## src/rtl/wb_misc_io_pkg.sv

```systemverilog
// ============================================================================
// wb_misc_io_pkg - register map, limits and interrupt bit helpers for wb_misc_io
// rev 1.0
// ============================================================================
`default_nettype none

package wb_misc_io_pkg;

   typedef logic [3:0] reg_addr_t;

   localparam reg_addr_t REG_LED0       = 4'h0;
   localparam reg_addr_t REG_BUTTONS    = 4'h8;
   localparam reg_addr_t REG_INT_ENABLE = 4'h9;
   localparam reg_addr_t REG_INT_STATUS = 4'hA;
   localparam reg_addr_t REG_MIC        = 4'hB;
   localparam reg_addr_t REG_FADE_DIV   = 4'hC;

   localparam int MAX_LEDS = 8;
   localparam int MAX_BTNS = 8;

   function automatic int int_bit_rise(input int i);
      return 2 * i;
   endfunction

   function automatic int int_bit_fall(input int i);
      return 2 * i + 1;
   endfunction

endpackage

`default_nettype wire

```

## src/rtl/wb_misc_io_btn_debounce.sv

```systemverilog
// ============================================================================
// btn_debounce - 2-flop synchroniser, stability counter and edge pulses
// rev 1.0
// ============================================================================
`default_nettype none

module btn_debounce #(
   parameter int DEBOUNCE_CYCLES = 65536
) (
   input  logic clk,
   input  logic rst,
   input  logic btn_i,
   output logic state_o,
   output logic rise_o,
   output logic fall_o
);

   localparam int CW = $clog2(DEBOUNCE_CYCLES);
   localparam logic [CW-1:0] CNT_MAX = CW'(DEBOUNCE_CYCLES - 1);

   logic          sync1_q, sync1_d;
   logic          sync2_q, sync2_d;
   logic          state_q, state_d;
   logic [CW-1:0] cnt_q, cnt_d;
   logic          flip;

   always_comb begin
      sync1_d = btn_i;
      sync2_d = sync1_q;
      flip    = (sync2_q != state_q) && (cnt_q == CNT_MAX);
      state_d = state_q ^ flip;
      // any sample agreeing with the accepted state restarts the stability count
      if ((sync2_q == state_q) || flip)
         cnt_d = '0;
      else
         cnt_d = cnt_q + CW'(1);
   end

   always_ff @(posedge clk or posedge rst) begin
      if (rst) begin
         sync1_q <= 1'b0;
         sync2_q <= 1'b0;
         state_q <= 1'b0;
         cnt_q   <= '0;
      end else begin
         sync1_q <= sync1_d;
         sync2_q <= sync2_d;
         state_q <= state_d;
         cnt_q   <= cnt_d;
      end
   end

   assign state_o = state_q;
   assign rise_o  = flip & ~state_q;
   assign fall_o  = flip & state_q;

endmodule

`default_nettype wire

```

## src/rtl/wb_misc_io.sv

```systemverilog
// ============================================================================
// wb_misc_io - Wishbone PWM LEDs, debounced buttons with W1C irqs, mic readback
// Optional fading of LED intensity with macro WB_MISC_IO_FADE_EN.  rev 1.0
// ============================================================================
`default_nettype none

module wb_misc_io
   import wb_misc_io_pkg::*;
#(
   parameter int AW              = 32,
   parameter int DW              = 32,
   parameter int NUM_LEDS        = 3,
   parameter int NUM_BTNS        = 2,
   parameter int PWM_BITS        = 8,
   parameter int DEBOUNCE_CYCLES = 65536
) (
   input  logic                wb_clk_i,
   input  logic                wb_reset_i,
   input  logic [AW-1:0]       wb_adr_i,
   input  logic [DW-1:0]       wb_dat_i,
   output logic [DW-1:0]       wb_dat_o,
   input  logic                wb_we_i,
   input  logic [DW/8-1:0]     wb_sel_i,
   output logic                wb_ack_o,
   input  logic                wb_cyc_i,
   input  logic                wb_stb_i,
   output logic [NUM_LEDS-1:0] leds,
   input  logic [NUM_BTNS-1:0] buttons,
   input  logic [15:0]         audio,
   output logic                irq
);

   localparam int NI = 2 * NUM_BTNS;

   logic                stb_valid, wr_en;
   reg_addr_t           reg_addr;
   logic [15:0]         byte_mask16;
   logic [NI-1:0]       byte_mask;
   logic [DW-1:0]       rd_data;

   logic                ack_q, ack_d;
   logic [DW-1:0]       dat_q, dat_d;
   logic [PWM_BITS-1:0] intensity_q [NUM_LEDS];
   logic [PWM_BITS-1:0] intensity_d [NUM_LEDS];
   logic [PWM_BITS-1:0] eff         [NUM_LEDS];
   logic [NI-1:0]       int_en_q, int_en_d, int_st_q, int_st_d, set_pulse;
   logic [PWM_BITS-1:0] pwm_q, pwm_d;
   logic [NUM_LEDS-1:0] leds_q, leds_d;

   logic [NUM_BTNS-1:0] btn_state, btn_rise, btn_fall;

   logic unused_inputs;
   assign unused_inputs = ^{wb_adr_i, wb_dat_i, wb_sel_i};

   assign reg_addr    = wb_adr_i[3:0];
   assign stb_valid   = wb_cyc_i & wb_stb_i & ~ack_q;
   assign wr_en       = stb_valid & wb_we_i;
   assign byte_mask16 = {{8{wb_sel_i[1]}}, {8{wb_sel_i[0]}}};
   assign byte_mask   = byte_mask16[NI-1:0];

   for (genvar b = 0; b < NUM_BTNS; b++) begin : g_btn
      btn_debounce #(
         .DEBOUNCE_CYCLES(DEBOUNCE_CYCLES)
      ) u_debounce (
         .clk    (wb_clk_i),
         .rst    (wb_reset_i),
         .btn_i  (buttons[b]),
         .state_o(btn_state[b]),
         .rise_o (btn_rise[b]),
         .fall_o (btn_fall[b])
      );
   end

   always_comb begin
      set_pulse = '0;
      for (int b = 0; b < NUM_BTNS; b++) begin
         set_pulse[int_bit_rise(b)] = btn_rise[b];
         set_pulse[int_bit_fall(b)] = btn_fall[b];
      end
   end

`ifdef WB_MISC_IO_FADE_EN
   logic [15:0]         fade_div_q, fade_div_d, presc_q, presc_d;
   logic                tick;
   logic [PWM_BITS-1:0] eff_q [NUM_LEDS];
   logic [PWM_BITS-1:0] eff_d [NUM_LEDS];

   always_comb begin
      // >= keeps the prescaler from running the long way round after FADE_DIV shrinks
      tick    = (presc_q >= fade_div_q);
      presc_d = tick ? 16'd0 : presc_q + 16'd1;
      fade_div_d = fade_div_q;
      if (wr_en && reg_addr == REG_FADE_DIV)
         fade_div_d = (fade_div_q & ~byte_mask16) | (wb_dat_i[15:0] & byte_mask16);
      for (int i = 0; i < NUM_LEDS; i++) begin
         eff_d[i] = eff_q[i];
         if (tick && eff_q[i] < intensity_q[i])
            eff_d[i] = eff_q[i] + PWM_BITS'(1);
         else if (tick && eff_q[i] > intensity_q[i])
            eff_d[i] = eff_q[i] - PWM_BITS'(1);
         eff[i] = eff_q[i];
      end
   end

   always_ff @(posedge wb_clk_i or posedge wb_reset_i) begin
      if (wb_reset_i) begin
         fade_div_q <= '0;
         presc_q    <= '0;
         for (int i = 0; i < NUM_LEDS; i++) eff_q[i] <= '0;
      end else begin
         fade_div_q <= fade_div_d;
         presc_q    <= presc_d;
         for (int i = 0; i < NUM_LEDS; i++) eff_q[i] <= eff_d[i];
      end
   end
`else
   always_comb begin
      for (int i = 0; i < NUM_LEDS; i++) eff[i] = intensity_q[i];
   end
`endif

   always_comb begin
      rd_data = '0;
      case (reg_addr)
         REG_BUTTONS:    rd_data[NUM_BTNS-1:0] = btn_state;
         REG_INT_ENABLE: rd_data[NI-1:0] = int_en_q;
         REG_INT_STATUS: rd_data[NI-1:0] = int_st_q;
         REG_MIC:        rd_data = DW'($signed(audio));
`ifdef WB_MISC_IO_FADE_EN
         REG_FADE_DIV:   rd_data[15:0] = fade_div_q;
`endif
         default: begin
            for (int i = 0; i < NUM_LEDS; i++)
               if (reg_addr == REG_LED0 + 4'(i)) rd_data[PWM_BITS-1:0] = intensity_q[i];
         end
      endcase
   end

   always_comb begin
      ack_d = stb_valid;
      dat_d = (stb_valid && !wb_we_i) ? rd_data : '0;

      for (int i = 0; i < NUM_LEDS; i++) begin
         intensity_d[i] = intensity_q[i];
         if (wr_en && wb_sel_i[0] && reg_addr == REG_LED0 + 4'(i))
            intensity_d[i] = wb_dat_i[PWM_BITS-1:0];
      end

      int_en_d = int_en_q;
      if (wr_en && reg_addr == REG_INT_ENABLE)
         int_en_d = (int_en_q & ~byte_mask) | (wb_dat_i[NI-1:0] & byte_mask);

      // clear first, then OR in new edges so a coincident set survives the W1C
      int_st_d = int_st_q;
      if (wr_en && reg_addr == REG_INT_STATUS)
         int_st_d = int_st_q & ~(wb_dat_i[NI-1:0] & byte_mask);
      int_st_d = int_st_d | set_pulse;

      pwm_d = pwm_q + PWM_BITS'(1);
      for (int i = 0; i < NUM_LEDS; i++) leds_d[i] = (eff[i] > pwm_q);
   end

   always_ff @(posedge wb_clk_i or posedge wb_reset_i) begin
      if (wb_reset_i) begin
         ack_q    <= 1'b0;
         dat_q    <= '0;
         int_en_q <= '0;
         int_st_q <= '0;
         pwm_q    <= '0;
         leds_q   <= '0;
         for (int i = 0; i < NUM_LEDS; i++) intensity_q[i] <= '0;
      end else begin
         ack_q    <= ack_d;
         dat_q    <= dat_d;
         int_en_q <= int_en_d;
         int_st_q <= int_st_d;
         pwm_q    <= pwm_d;
         leds_q   <= leds_d;
         for (int i = 0; i < NUM_LEDS; i++) intensity_q[i] <= intensity_d[i];
      end
   end

   assign wb_ack_o = ack_q;
   assign wb_dat_o = dat_q;
   assign leds     = leds_q;
   assign irq      = |(int_en_q & int_st_q);

endmodule

`default_nettype wire

```

## config.mk

```make
export PLATFORM = sky130hd
export DESIGN_NAME = wb_misc_io
export DESIGN_NICKNAME = d
export VERILOG_FILES = /design/src/rtl/wb_misc_io_pkg.sv /design/src/rtl/wb_misc_io_btn_debounce.sv /design/src/rtl/wb_misc_io.sv
export SDC_FILE = /design/constraint.sdc
export NUM_CORES = 1
export LEC_CHECK = 0
export CORE_ASPECT_RATIO = 0.6
export CORE_MARGIN = 2
export CORE_UTILIZATION = 49
export CTS_CLUSTER_SIZE = 28
export DETAILED_ROUTE_END_ITERATION = 7
export PLACE_DENSITY = 0.86
export SETUP_SLACK_MARGIN = 0.3
export SLEW_MARGIN = 20
export SYNTH_ARGS = -nofsm -noshare
export SYNTH_HDL_FRONTEND = slang
export SYNTH_SLANG_ARGS = --single-unit
```

## constraint.sdc

```tcl
create_clock -name wb_clk_i -period 4.4 [get_ports wb_clk_i]
set_input_delay 0.88 -clock wb_clk_i [delete_from_list [all_inputs] [get_ports wb_clk_i]]
set_output_delay 0.88 -clock wb_clk_i [all_outputs]
set_load 0.02 [all_outputs]
```

==> metrics.md <==
| Metric | Value |
|---|---|
| Status | `completed` |
| Hold_buf cts | `0` |
| DRT Pass-1 Iters | `5` |
| Max Cap Viol | `0` |
| Power Total | `roughly 1.9 mW` |
| Worst-path maximum fanout | `9` |
| Drt drc | `0` |
| Post-synthesis xor/xnor area fraction | `between 5 and 6%` |
| First-pass GRT wire length | `around 18000 um` |
| Vias in the first global route | `3581` |
| Synthesized instance count | `roughly 460` |
| YS warnings | `0` |
| Post-synth top flop | `dfrtp_1` |
| Yosys reg bits | `between 90 and 100` |
| Fin nets | `627` |
| Synth area leader | `dfrtp_1` |
| Depth of the CTS H-tree | `3` |
| WP data required | `4.64 ns` |
| Slew Limit Fails | `0` |
| Library cells used by synthesis | `between 40 and 50` |
| N_diodes | `0` |
| Root buffer cell | `clkbuf_16` |
| Final cycle utilization of the critical path | `~67%` |
| Core box area | `around 9900 um2` |
| Slew margin rel. | `between 40% and 50%` |
| Top post-synthesis cells by area | `dfrtp_1, ha_1, mux2_2` |
| Flip-flop and latch area | `2450 um2` |
| Post-synthesis async set-or-reset flop share | `100%` |
| Die Y | `approximately 82 um` |
| Fin crit period | `about 3.0 ns` |
| Clock latency on the worst-skew pair | `roughly 0.35 ns` |
| Placer Congestion | `roughly 0.95` |
| CTS Buf Count | `9` |
| Area taken by multi-input logic gates | `between 2000 and 2500 um2` |
| Leak pwr | `roughly 2.7 nW` |
| Cell area after synthesis | `5010 um2` |
| Share of the synthesized area in the top cell type | `about half` |
| Setup Fix Bufs, Post-CTS | `0` |
| Sequential fraction of the synthesis area | `about half` |
| Initial antenna violation count | `0` |
| Mux cell area share after synthesis | `a little under a tenth` |
| Post-Route Skew | `~0.005 ns` |
| CP endpoint kind | `flip-flop` |
| 1st-iter DRT viols | `380` |
| Placed Cells | `around 630` |
| Via density | `5.72` |
| CTS sink cnt | `98` |
| Grt total ovfl | `0` |
| Final ANT Viol Nets | `0` |
| Kind of critical path | `primary input to flip-flop` |
| Nature of the critical path startpoint | `primary input` |
| CTS tree | `done` |
| Largest net degree at the start of global routing | `44` |
| Max Buffers Root-to-Sink | `2` |
| Non-filler cells, final | `roughly 650` |
| Final hold viol count | `0` |
| Layout area overhead | `19.9%` |
| Arrival time worst endpoint | `3.20 ns` |
| Worst Tran Pin Value | `between 0.8 and 0.9 ns` |
| Post-synth EDFFs | `0` |
| Filler instances | `about 750` |
| Via count | `about 3700` |
| VDD IR max | `between 200 and 250 uV` |
| Layout cells sized above 1 | `~12%` |
| Post-cts resize count | `0` |
| Reg clk slew, reported paths | `roughly 0.060 ns` |
| Initial core utilization | `between 50% and 60%` |
| Maximum operating frequency | `between 0.3 and 0.4 GHz` |
| Num ports | `roughly 130` |
| Avg Cell Area, Syn | `about 11 um2` |
| Drt total wl | `approximately 12000 um` |
| Buffers on Ports | `~70` |
| Die area | `11100 um2` |
| Post-synthesis simple-gate area fraction | `between 15 and 20%` |
| Syn_nets | `about 570` |
| Min Hold Slack | `about 0.35 ns` |
| Setup TNS | `0 ns` |
| Pwr dens | `between 300 and 400 nW/um2` |
| Tot GR Track Use | `approximately 22%` |
| RSZ-0062 raised after global routing | `false` |
| Largest family of logic cells by synthesized area | `simple AND/OR/NAND/NOR gates` |
| Compound-Gate Fraction of Synth Area | `around 7.0%` |
| Detailed-route wire length per cell | `between 15 and 20 um` |
| Setup violations, final | `0` |
| FP Rows | `28` |
| R2r setup slk | `about 2.4 ns` |
| Adder-cell area share of the yosys netlist | `approximately 6.7%` |
| Post-DP HPWL | `8170 um` |
| Chip width | `roughly 130 um` |
| Hold Crit Class | `flip-flop to flip-flop` |
[registers in the layout (all words and copies together), names as in the netlist, named ones only]
signal	count
wb_dat_o	16
g_btn.u_debounce.cnt_q	32
wb_ack_o	1
g_btn.u_debounce.sync2_q	2
eff	24
pwm_q	8
leds	3
int_st_q	4
g_btn.u_debounce.sync1_q	2
[worst paths after layout]
| kind | depth (start not counted) | end | start |
|---|---|---|---|
| max | 4 | flip-flop | wb_adr_i[3] |
| min in group asynchronous | 2 | g_btn[0].u_debounce.cnt_q[11]$_DFF_PP0_ | wb_reset_i |
| min reg2reg | 0 | g_btn[1].u_debounce.sync2_q$_DFF_PP0_ | g_btn[1].u_debounce.sync1_q$_DFF_PP0_ |
| max reg2reg | 4 | g_btn[0].u_debounce.cnt_q[6]$_DFF_PP0_ | g_btn[0].u_debounce.cnt_q[2]$_DFF_PP0_ |
| max in group asynchronous | 3 | g_btn[1].u_debounce.cnt_q[15]$_DFF_PP0_ | wb_reset_i |
| min | 0 | g_btn[1].u_debounce.sync2_q$_DFF_PP0_ | g_btn[1].u_debounce.sync1_q$_DFF_PP0_ |
[cells in the mapped netlist, types with 4 or more instances]
library cell	number
a21oi_1	19
a221oi_1	6
and2_1	15
and4_1	6
buf_2	10
buf_4	18
clkbuf_1	4
dfrtp_1	98
ha_1	27
inv_1	18
mux2_2	30
mux2i_1	7
nand2_1	26
nand2b_1	6
nand3_1	16
nand4_1	15
nor2_1	38
nor2b_1	5
nor3_1	4
o21ai_0	16
or3_1	5
xnor2_1	10
xor2_1	21
[per-stage QoR]
stage / worst slack [ns] / instance area (um2) / utilization [%]
2_1_floorplan: 0.958 / 5010 / -
3_3_place_gp: 1.20 / 5720 / 57.7
3_5_place_dp: 1.17 / 5720 / 57.7
4_1_cts: 1.50 / 6010 / 60.6
5_1_grt: 1.40 / 6010 / 60.6
6_report: 1.44 / 6010 / 60.6
[cell type report]
| cell class | count | area share [%] |
|---|---|---|
| Multi-Input combinational cell | 306 | 38.0 |
| Sequential cell | 98 | 40.8 |
| Tap cell | 135 | 2.81 |
| Clock inverter | 5 | 0.937 |
| Clock buffer | 10 | 3.81 |
| Timing Repair Buffer | 75 | 12.4 |
| Inverter | 19 | 1.21 |
[routing by layer]
| metal | part of all wire, % | track usage (%) | wire length, um | vias up |
|---|---|---|---|---|
| met5 | 0 | 0 | 0 | - |
| met4 | 1.7 | 6.42 | 201 | 0 |
| met3 | 8.9 | 7.20 | 1030 | 23 |
| met2 | 43 | 32.6 | 4900 | 178 |
| met1 | 47 | 30.8 | 5380 | 1821 |
| li1 | - | - | - | 1686 |
[layout by cell type, fill, tap and decap left out, types with 3 or more instances in the layout]
master | Yosys | final
o21a_1 | 3 | 3
nand3_1 | 16 | 16
nor3_1 | 4 | 4
and2_1 | 15 | 15
or3_1 | 5 | 5
nor2_1 | 38 | 38
a221oi_1 | 6 | 6
nand2b_1 | 6 | 6
clkbuf_16 | 0 | 9
nand2_1 | 26 | 26
buf_4 | 18 | 3
nor2b_1 | 5 | 5
mux2_2 | 30 | 30
xnor2_1 | 10 | 10
dfrtp_1 | 98 | 98
a21oi_1 | 19 | 19
inv_1 | 18 | 17
and4_1 | 6 | 6
o21ai_0 | 16 | 16
ha_1 | 27 | 27
clkdlybuf4s50_1 | 0 | 72
nand4_1 | 15 | 15
a32o_1 | 3 | 3
clkinv_2 | 0 | 3
and3_1 | 3 | 3
mux2i_1 | 7 | 7
xor2_1 | 21 | 21
nor3b_1 | 3 | 3
[logic make-up after synthesis]
| family | after synthesis |
|---|---|
| flops | 98 |
| fa+ha+maj | 27 |
| simple gates | 152 |
| mux | 40 |
| buf+inv | 51 |
| compound gates | 56 |
| xor+xnor | 31 |
[worst max-delay path: stages]
cell             delay [ns]
clkdlybuf4s50_1        0.85
nand2b_1               0.38
nor3_1                 0.67
mux2_2                 0.41
[power breakdown]
group	internal [mW]	switching (mW)
clock network	0.436	0.335
registers	0.932	0.0279
logic	0.0962	0.107
total	1.46	0.469
(Power assumes the default switching activity.)
